==> config.mk <==
export PLATFORM = sky130hd
export DESIGN_NAME = fdivsqrt_otfc_ctrl
export DESIGN_NICKNAME = d
export VERILOG_FILES = /design/src/rtl/fdivsqrt_otfc_pkg.sv /design/src/rtl/fdivsqrt_otfc_step.sv /design/src/rtl/fdivsqrt_otfc_ctrl.sv
export SDC_FILE = /design/constraint.sdc
export NUM_CORES = 1
export LEC_CHECK = 0
export ABC_AREA = 1
export CAP_MARGIN = 10
export CORE_ASPECT_RATIO = 1.5
export CORE_MARGIN = 10
export CORE_UTILIZATION = 35
export CTS_CLUSTER_SIZE = 20
export DETAILED_ROUTE_END_ITERATION = 6
export GPL_ROUTABILITY_DRIVEN = 0
export PLACE_DENSITY = 0.55
export SKIP_CTS_REPAIR_TIMING = 1
export SLEW_MARGIN = 30
export SYNTH_ARGS = -nofsm -noshare
export SYNTH_HDL_FRONTEND = slang
export SYNTH_SLANG_ARGS = --single-unit
==> constraint.sdc <==
create_clock -name clk -period 1.4 [get_ports clk]
set_input_delay 0.42 -clock clk [delete_from_list [all_inputs] [get_ports clk]]
set_output_delay 0.42 -clock clk [all_outputs]
set_load 0.01 [all_outputs]
==> src/rtl/fdivsqrt_otfc_pkg.sv <==
// Shared types and init constants for the radix-2 OTFC sequencer.
// Optional feature macro: FDIVSQRT_EARLY_TERM_EN (used by fdivsqrt_otfc_ctrl).
package fdivsqrt_otfc_pkg;

   typedef enum logic [1:0] {
      ST_IDLE = 2'd0,
      ST_BUSY = 2'd1,
      ST_DONE = 2'd2
   } state_t;

   typedef struct packed {
      logic up;
      logic un;
   } digit_t;

   localparam int MAX_W = 64;

   // Returned wide; callers size-cast to their DIVB-dependent width.
   function automatic logic [MAX_W-1:0] c_init(input int divb);
      return 64'd3 << divb;
   endfunction

   function automatic logic [MAX_W-1:0] u_div_init(input int divb);
      return (divb >= 0) ? 64'd0 : 64'd0;
   endfunction

   function automatic logic [MAX_W-1:0] u_sqrt_init(input int divb);
      return 64'd1 << divb;
   endfunction

endpackage

==> src/rtl/fdivsqrt_otfc_step.sv <==
// One combinational OTFC step: shifts the C thermometer, derives the digit
// position mask K and produces the next U/UM. up&un together acts as digit 0.
module fdivsqrt_otfc_step
   import fdivsqrt_otfc_pkg::*;
#(
   parameter int DIVB = 24
) (
   input  logic [DIVB+1:0] c,
   input  logic [DIVB:0]   u,
   input  logic [DIVB:0]   um,
   input  digit_t          dig,
   output logic [DIVB+1:0] cn,
   output logic [DIVB:0]   u_nxt,
   output logic [DIVB:0]   um_nxt
);

   logic [DIVB:0] k;

   always_comb begin
      cn     = {1'b1, c[DIVB+1:1]};
      k      = cn[DIVB:0] & ~(cn[DIVB:0] << 1);
      u_nxt  = u;
      um_nxt = um;
      case ({dig.up, dig.un})
         2'b10: begin
            u_nxt  = u | k;
            um_nxt = u;
         end
         2'b01: begin
            u_nxt  = um | k;
         end
         default: begin
            um_nxt = um | k;
         end
      endcase
   end

endmodule

==> src/rtl/fdivsqrt_otfc_ctrl.sv <==
// Radix-2 OTFC sequencer: start handshake, per-digit U/UM update, result handshake.
// Optional macro FDIVSQRT_EARLY_TERM_EN adds rem_zero/out_early early termination.
module fdivsqrt_otfc_ctrl
   import fdivsqrt_otfc_pkg::*;
#(
   parameter int DIVB  = 24,
   parameter int ITERW = $clog2(DIVB+2)
) (
   input  logic             clk,
   input  logic             reset_n,
   input  logic             flush,
   input  logic             in_valid,
   output logic             in_ready,
   input  logic             in_sqrt,
   input  logic [ITERW-1:0] in_iters,
   output logic             step_en,
   input  logic             dig_valid,
   input  logic             dig_up,
   input  logic             dig_un,
`ifdef FDIVSQRT_EARLY_TERM_EN
   input  logic             rem_zero,
   output logic             out_early,
`endif
   output logic             out_valid,
   input  logic             out_ready,
   output logic [DIVB:0]    out_u,
   output logic [DIVB:0]    out_um,
   output logic             out_err
);

   localparam logic [DIVB+1:0]  C_INIT    = (DIVB+2)'(c_init(DIVB));
   localparam logic [DIVB:0]    U_DIV     = (DIVB+1)'(u_div_init(DIVB));
   localparam logic [DIVB:0]    U_SQRT    = (DIVB+1)'(u_sqrt_init(DIVB));
   localparam logic [ITERW-1:0] MAX_ITERS = ITERW'(DIVB+1);

   state_t           state_q, state_d;
   logic [DIVB+1:0]  c_q, c_d, c_step;
   logic [DIVB:0]    u_q, u_d, u_step;
   logic [DIVB:0]    um_q, um_d, um_step;
   logic [ITERW-1:0] cnt_q, cnt_d, iters_clamped;
   logic             err_q, err_d;
`ifdef FDIVSQRT_EARLY_TERM_EN
   logic             early_q, early_d;
`endif
   digit_t           dig;

   assign dig = '{up: dig_up, un: dig_un};

   fdivsqrt_otfc_step #(.DIVB(DIVB)) u_step_inst (
      .c      (c_q),
      .u      (u_q),
      .um     (um_q),
      .dig    (dig),
      .cn     (c_step),
      .u_nxt  (u_step),
      .um_nxt (um_step)
   );

   always_comb begin
      state_d       = state_q;
      c_d           = c_q;
      u_d           = u_q;
      um_d          = um_q;
      cnt_d         = cnt_q;
      err_d         = err_q;
`ifdef FDIVSQRT_EARLY_TERM_EN
      early_d       = early_q;
`endif
      iters_clamped = (in_iters > MAX_ITERS) ? MAX_ITERS : in_iters;

      // flush wins over every handshake and leaves the datapath registers untouched
      if (flush) begin
         state_d = ST_IDLE;
      end else begin
         case (state_q)
            ST_IDLE: begin
               if (in_valid) begin
                  c_d     = C_INIT;
                  u_d     = in_sqrt ? U_SQRT : U_DIV;
                  um_d    = '0;
                  cnt_d   = iters_clamped;
                  err_d   = 1'b0;
`ifdef FDIVSQRT_EARLY_TERM_EN
                  early_d = 1'b0;
`endif
                  state_d = (iters_clamped == '0) ? ST_DONE : ST_BUSY;
               end
            end
            ST_BUSY: begin
               if (dig_valid) begin
                  c_d   = c_step;
                  u_d   = u_step;
                  um_d  = um_step;
                  cnt_d = cnt_q - ITERW'(1);
                  if (dig_up && dig_un) begin
                     err_d = 1'b1;
                  end
                  if (cnt_q == ITERW'(1)) begin
                     state_d = ST_DONE;
                  end
`ifdef FDIVSQRT_EARLY_TERM_EN
                  if (rem_zero) begin
                     state_d = ST_DONE;
                     early_d = 1'b1;
                  end
`endif
               end
            end
            ST_DONE: begin
               if (out_ready) begin
                  state_d = ST_IDLE;
               end
            end
            default: begin
               state_d = ST_IDLE;
            end
         endcase
      end
   end

   always_ff @(posedge clk) begin
      if (!reset_n) begin
         state_q <= ST_IDLE;
         c_q     <= '0;
         u_q     <= '0;
         um_q    <= '0;
         cnt_q   <= '0;
         err_q   <= 1'b0;
`ifdef FDIVSQRT_EARLY_TERM_EN
         early_q <= 1'b0;
`endif
      end else begin
         state_q <= state_d;
         c_q     <= c_d;
         u_q     <= u_d;
         um_q    <= um_d;
         cnt_q   <= cnt_d;
         err_q   <= err_d;
`ifdef FDIVSQRT_EARLY_TERM_EN
         early_q <= early_d;
`endif
      end
   end

   assign in_ready  = (state_q == ST_IDLE);
   assign step_en   = (state_q == ST_BUSY);
   assign out_valid = (state_q == ST_DONE);
   assign out_u     = u_q;
   assign out_um    = um_q;
   assign out_err   = err_q;
`ifdef FDIVSQRT_EARLY_TERM_EN
   assign out_early = early_q;
`endif

endmodule
Word level (Yosys, flattened, before mapping)
Cells that the tools add are included.

Bitwise gates (word level): 6. $add $sub $neg: 1. Mux-type cells: 26. $lt $le $gt $ge: 1. Reduce and logical (&&, ||, !) cells: 10. Equal/unequal tests: 12.

Operators by type and width (count): 25-bit one-hot mux with 2 select lines (4); 25-bit 2-to-1 mux (5); 26-bit 2-to-1 mux (2); 26-bit one-hot mux with 2 select lines (1); 25-bit bitwise OR (2); 25-bit AND (1); 25-bit NOT (1); 5-bit 2-to-1 mux (3); 5-bit AND reduction (3); 2-bit 2-to-1 mux (5); 5-bit one-hot mux with 2 select lines (1); 2-bit by 1-bit inequality test with 1-bit output (second input constant) (4); 4-bit AND reduction (2); 2-bit one-hot mux with 3 select lines (1); 5-bit by 1-bit equality test with 1-bit output (second input constant) (1); 5-bit greater-than comparator (second input constant) (1); 5-bit zero test (1); 5-bit by 1-bit subtractor with 5-bit output (second input constant) (1); 2-bit by 1-bit equality test with 1-bit output (second input constant) (2); 2-bit equality test (second input constant) (2); 2-bit inequality test (second input constant) (2); 1-bit 2-to-1 mux (3); 3-bit by 1-bit inequality test with 1-bit output (second input constant) (1); 2-bit zero test (1); other kinds (5) (6).

Output and inout bits: 54. Flip-flop bits (word level): 84. Logic and storage cells: 62. Input bits: 14.

Depth between registers and ports, before layout
Gate-level depths: netlist of the first run.

Depth in word-level cells: 6. Gate-level depth with buffers: 11. Gate-level depth less buffers: 9.

Cells and area by module
Synthesis of the first run repeated with hierarchy kept, for this count alone.

Cell total of the unflattened synthesis: 829. Area total of the unflattened synthesis: 5243.8 µm².

Modules (own cells, without submodules): fdivsqrt_otfc_ctrl (area each 3320.7 µm², instances 1, cells each 431, seq. area each 1681.6 µm²); fdivsqrt_otfc_step (area each 1923.1 µm², instances 1, cells each 398, seq. area each 0.0 µm²).

Least setup slack after synthesis of the first run
No wires, ideal clock.

Kind: register to output. Start point: register state_q[0]. End point: output step_en. Slack: 13 ps. Data required time: 980 ps. Cell stages (with the launch flop): 6. Arrival time: 967 ps. Path buffers: 3. Cell sequence: dfxtp_1 -> buf_4 -> inv_1 -> nor2_4 -> buf_4 -> buf_2.

Word-level cells in the longest chain between the ends: 1.

Ends and longest elaborated chain: start, declared (line fdivsqrt_otfc_ctrl.sv:36) `state_t state_q, state_d;`; start signal, assigned (line fdivsqrt_otfc_ctrl.sv:133) `state_q <= state_d;`; 2-bit by 1-bit equality test with 1-bit output (line fdivsqrt_otfc_ctrl.sv:146) `assign step_en = (state_q == ST_BUSY);`; end, declared (line fdivsqrt_otfc_ctrl.sv:16) `output logic step_en,`.

Every way passes these cells.

Worst setup path in the final report of the first run
Start point: register state_q[0]. End point: register um_q[1] (netlist: out_um[1]).

Word-level cells in the longest chain between the ends: 3. Elaborated cells between the ends (all ways): 8. Those cells by class: eq/ne (4); mux (1); reduce/logical (3).

Ends and longest elaborated chain: 2-bit by 1-bit equality test with 1-bit output or 2-bit zero test (tied branches) (line fdivsqrt_otfc_ctrl.sv:75) `case (state_q)`; 2-bit inequality test (no source line), or another cell as far along; 5-bit AND reduction (no source line); end signal, assigned (line fdivsqrt_otfc_ctrl.sv:136) `um_q <= um_d;`; end, declared (line fdivsqrt_otfc_ctrl.sv:39) `logic [DIVB:0] um_q, um_d, um_step;`.

Parallel ways exist; a longest one is shown, timed or not. A chain may end at the register's enable or synchronous reset.

==> impl_results.md, run 1 <==
- Status: finished, violations left
- Failing checks: negative setup slack
- GRT Overall Usage: 14.2%
- Hold Crit Class: input pin to flip-flop
- Row cnt: 51
- Finished Cell Area: 7100 um^2
- Post-Syn Area: 4640 um^2
- Largest net degree at the start of global routing: 37
- Slew Limit Headroom: 77.5%
- Vias per Instance: 4.92
- P_leak: 4.04 nW
- ANT cells: 0
- Nets: 883
- Worst Setup Path Type: flip-flop to flip-flop
- Count of state elements after synthesis: 83
- Clk sinks: 83
- Clk pin slew, worst setup/hold paths: 0.06 ns
- Critical path startpoint category: flip-flop
- Unique cell type count in the Yosys netlist: 28
- Critical Path AT: 1.76 ns
- Max Cap Violations: 0
- Sw Pwr: 2.09 mW
- Fmax achieved: 656 MHz
- Initial Util: 35.6%
- Post-Layout Cell Count: 1031
- CTS Buf Count: 9
- First-pass GRT wire length: 21.5 mm
- Final Setup Violations: 73
- Crit. Startpoint: state_q[0]$_SDFFE_PP0P_
- Clock Tree Root: clkbuf_16
- Detailed Place HPWL: 9.57 mm
- Crit path time final: 1.52 ns
- Commonest non-fill, non-tap cell in the layout: nand2_1
- Clock share of power: 37.6%
- Comb pwr share: 24.9%
- Initial DRT Pass Iterations: 4
- Gr ovfl total: 0
- Antenna Nets Post-Route: 0
- Fill count: 1217
- Clk_skew: 0.00580 ns
- Syn_nets: 774
- Syn Inst Count: 758
- Worst r2r src: state_q[0]$_SDFFE_PP0P_
- Final setup margin: -0.124 ns
- Pre-CTS setup slack: -0.496 ns
- Area added between synthesis and finish: 53.1%
- Clock Latency Late Sink: 0.34 ns
- I/O pins: 68
- Final Power: 7.01 mW
- Synth Area per Inst: 6.12 um^2
- RSZ-0062 raised after global routing: yes
- Clk buf depth: 2
- DRC viols: 0
- Share of cells above drive strength 1: 23.2%
- Data required, critical path: 1.64 ns
- Sequential power share: 37.5%
- Hold Path Origin: reset_n
- CP Max Fanout: 11
- YS warnings: 0
- CTS tree: built
- Port bufs: 67
- Worst IR Drop VDD: 735 uV
- Slew @ Worst Pin: 0.338 ns
- Core area: 13000 um^2
- Drt wl/cell: 15.5 um
- Initial antenna violation count: 0
- DRT iter0 DRCs: 265
- Die width: 114 um
- Routed wire length: 15.9 mm
- Slew Limit Fails: 0
- Via count: 5072
- Die ar.: 18400 um^2
- Dpl cell area: 5720 um^2
- H-tree depth: 3
- Post-synthesis sequential area ratio: 35.8%
- CP Capture Type: flip-flop
- Crit share post-route: 109%
- Placed Cells: 987
- Vias in the first global route: 4295
- Sw Share: 29.8%
- Pint: 4.92 mW
- Overall die height: 161 um
- Final hold vios: 0
- Pwr/cell area: 987 nW/um^2
- Most frequent cells in the layout: 207 x nand2_1, 109 x inv_1, 103 x nor2_1
[final timing paths]
path | slack (ns) | to | cells past startpoint
max | -0.12 | out_um[1]$_SDFFE_PN0P_ | 10
min | 0.41 | out_um[1]$_SDFFE_PN0P_ | 3
max reg2reg | -0.12 | out_um[1]$_SDFFE_PN0P_ | 10
min reg2reg | 0.45 | out_err$_SDFFE_PN0P_ | 2
[through the flow]
stage	hold slack (ns)	util, %	setup TNS (ns)
finish	0.413	54.5	-3.25
global route	0.425	54.5	-8.84
CTS	0.396	46.4	-23.82
detailed placement	0.443	43.9	-36.60
global placement	0.437	43.9	-35.02
floorplan	0.450	-	0
[flip-flops by register name, summed over array words and instances, names as in the netlist]
register	count
c_q	25
cnt_q	5
out_err	1
out_u	25
out_um	25
state_q	2
[critical path, stage by stage, from the launching register on]
cell	delay (ns)
dfxtp_2	0.34
buf_6	0.11
nor2_4	0.05
nand2_4	0.09
nand2_4	0.05
nor2_4	0.13
buf_12	0.19
nand2_8	0.09
clkbuf_16	0.19
nor2_1	0.10
nor2_1	0.05
[metal layers]
layer | share of wire (%) | global-route usage, % | up-vias
met4 | 2.5 | 5.54 | 0
met2 | 51 | 24.6 | 108
li1 | - | - | 2562
met5 | 0 | 0 | -
met1 | 43 | 16.6 | 2370
met3 | 3.7 | 2.78 | 32
[power groups by stage]
stage / logic [mW] / clock network, mW / registers (mW)
floorplan: 0.800 / 0 / 2.69
global placement: 1.33 / 0 / 2.67
detailed placement: 1.35 / 0 / 2.67
CTS: 1.36 / 2.68 / 2.62
global route: 1.92 / 2.77 / 2.65
finish: 1.74 / 2.64 / 2.63
[cells by family after synthesis]
group	share of synthesized area, %
compound gates	11.0
simple gates	38.3
flops	35.8
fa+ha+maj	0.539
buf+inv	14.3
[Yosys cell counts (all sizes together)]
| library cell | n | area, um^2 |
|---|---|---|
| clkinv | 2 | 7.51 |
| dfxtp | 83 | 1660 |
| nor2 | 121 | 502 |
| buf | 30 | 186 |
| o211ai | 12 | 90.1 |
| or2 | 1 | 6.26 |
| a21oi | 35 | 175 |
| nand3 | 71 | 388 |
| nor3 | 2 | 10.0 |
| nand4 | 2 | 12.5 |
| clkbuf | 11 | 41.3 |
| nand2 | 224 | 858 |
| a31oi | 1 | 6.26 |
| ha | 2 | 25.0 |
| o21ai | 46 | 234 |
| o22ai | 1 | 6.26 |
| inv | 114 | 428 |
[cell type report]
type | count | area [um^2] | area share, %
sequential | 83 | 1670 | 23.5
tap | 159 | 199 | 2.80
multi-input combinational | 519 | 2700 | 38.0
clock buffer | 10 | 239 | 3.37
inverter | 116 | 438 | 6.17
timing repair buffer | 138 | 1770 | 25.0
clock inverter | 6 | 88.8 | 1.25
Power figures use the tool's default switching activity.
==> inputs of run 2 (changes only) <==
--- a/config.mk
+++ b/config.mk
@@ -10,9 +10,9 @@
 export CORE_ASPECT_RATIO = 1.5
 export CORE_MARGIN = 10
 export CORE_UTILIZATION = 35
+export CTS_BUF_LIST = sky130_fd_sc_hd__clkbuf_2
 export CTS_CLUSTER_SIZE = 20
 export DETAILED_ROUTE_END_ITERATION = 6
-export GPL_ROUTABILITY_DRIVEN = 0
 export PLACE_DENSITY = 0.55
 export SKIP_CTS_REPAIR_TIMING = 1
 export SLEW_MARGIN = 30
==> run 2 against run 1 <==
The run still ends with negative setup slack left. Via count is 0.39% higher. Design area down 3.8%. Worst setup slack worse by 0.21 ns. Largest cell class unchanged. Combinational power is essentially flat. Sequential share of layout area is 1.9 points higher. Routed wire length decreased by 0.58%. Final cell count is 1.1% higher. Sequential cell count did not move. Die area unchanged. Clock skew increased by 0.017 ns. Non-clock buffer count grew 10.
==> impl_results.md, run 2 (same netlist as run 1, synthesis figures left out) <==
- Status: finished, violations left
- Failing checks: negative setup slack
- Clock Tree Root: clkbuf_2
- R2R setup slack: -0.26 ns
- Clock share of power: 25.3%
- RSZ-0062 raised after global routing: yes
- Detailed Place HPWL: 9.57 mm
- Core area: 13000 um^2
- Initial Util: 35.6%
- Overall die height: 161 um
- Hold Path Depth: 3
- Pwr/cell area: 865 nW/um^2
- Comb pwr share: 29.7%
- Final core occ: 52.4%
- Worst IR Drop VDD: 543 uV
- Worst Hold Path EP: out_um[1]$_SDFFE_PN0P_
- P_leak: 3.23 nW
- Pint: 3.94 mW
- Routed wire length: 15.9 mm
- Fmax achieved: 577 MHz
- Most frequent cells in the layout: 204 x nand2_1, 112 x inv_1, 110 x nor2_1
- Clk sinks: 83
- Vias per Instance: 4.89
- Sw Pwr: 1.96 mW
- Nets: 893
- H-tree depth: 3
- Hold Path Origin: reset_n
- Final Setup Violations: 134
- Max Cap Violations: 0
- CP Max Fanout: 4
- Sw Share: 33.3%
- Gr ovfl total: 0
- CTS tree: built
- Cells on worst reg2reg path: 6
- Hold slack: 0.126 ns
- Via count: 5092
- GPL Wtd Cong: 0.864
- Slew Limit Headroom: 69.7%
- Sequential power share: 45.0%
- Final Power: 5.90 mW
- Largest net degree at the start of global routing: 37
- Clk buf depth: 2
- Worst Setup Path Type: flip-flop to primary output
- Critical Path AT: 1.31 ns
- Area added between synthesis and finish: 47.2%
- Crit share post-route: 124%
- Critical R2R Capture: c_q[2]$_SDFFE_PN0P_
- Antenna Nets Post-Route: 0
- Die ar.: 18400 um^2
- Slew Limit Fails: 0
- Setup TNS: -18.35 ns
- Commonest non-fill, non-tap cell in the layout: nand2_1
- DRC viols: 0
- Die width: 114 um
- Drt wl/cell: 15.2 um
- Initial DRT Pass Iterations: 5
- DRT iter0 DRCs: 347
- Crit path time final: 1.73 ns
- Pre-CTS setup slack: -0.496 ns
- Clock Latency Late Sink: 0.59 ns
- Clk pin slew, worst setup/hold paths: 0.24 ns
- Vias in the first global route: 4258
- Worst r2r src: state_q[1]$_SDFFE_PP0P_
- Fill count: 1259
- Slew @ Worst Pin: 0.453 ns
- Critical path startpoint category: flip-flop
- CTS Buf Count: 9
- First-pass GRT wire length: 21.4 mm
- Share of cells above drive strength 1: 32.2%
- Clk_skew: 0.0230 ns
- Initial antenna violation count: 1
- Data required, critical path: 0.98 ns
- CP Capture Type: primary output
- GRT Overall Usage: 14.1%
- Final setup margin: -0.334 ns
- Hold Crit Class: input pin to flip-flop
- Port bufs: 67
- I/O pins: 68
- Row cnt: 51
- Final hold vios: 0
## run 2: metrics by stage
step | cell area (um^2) | std cells
floorplan | 4640 | 758
global placement | 5720 | 987
detailed placement | 5720 | 987
CTS | 5860 | 1003
global route | 6830 | 1042
finish | 6830 | 1042
## run 2: critical path: stages (launching register included)
cell and delay (ns):
dfxtp_2 0.38, buf_6 0.12, nor2_4 0.12, buf_6 0.11
## run 2: how the worst max path moves through the flow
stage / start / endpoint / slack, ns / depth (start not counted)
2_1_floorplan: state_q[0]$_SDFFE_PP0P_ / step_en / 0.01 / 5
3_3_place_gp: flush / out_um[23]$_SDFFE_PN0P_ / -0.47 / 8
3_5_place_dp: in_valid / c_q[11]$_SDFFE_PN0P_ / -0.50 / 8
4_1_cts: state_q[1]$_SDFFE_PP0P_ / out_valid / -0.87 / 3
5_1_grt: state_q[0]$_SDFFE_PP0P_ / in_ready / -0.41 / 3
6_report: state_q[0]$_SDFFE_PP0P_ / in_ready / -0.33 / 3
## run 2: final cells by class
cell class,count,area [um^2],share of cell area (%)
clock inverters,7,92.6,1.36
diodes,1,2.50,0.0367
flip-flops and latches,83,1740,25.4
well taps,159,199,2.91
multi-input cells,519,2580,37.8
repair buffers,148,1740,25.4
inverters,116,438,6.41
clock buffers,9,45.0,0.660
## run 2: power by group through the flow
stage,Combinational [mW],Clock (mW),Sequential [mW]
after global placement,1.33,0,2.67
after detailed placement,1.35,0,2.67
after floorplan,0.800,0,2.69
after CTS,1.36,1.54,2.63
after global routing,1.93,1.64,2.68
final,1.75,1.49,2.66
## run 2: routing by layer
metal	wire, um	track usage (%)	vias to the layer above
met2	8030	24.3	140
met3	836	3.11	35
li1	-	-	2570
met5	0	0	-
met4	385	5.20	0
met1	6610	16.6	2347
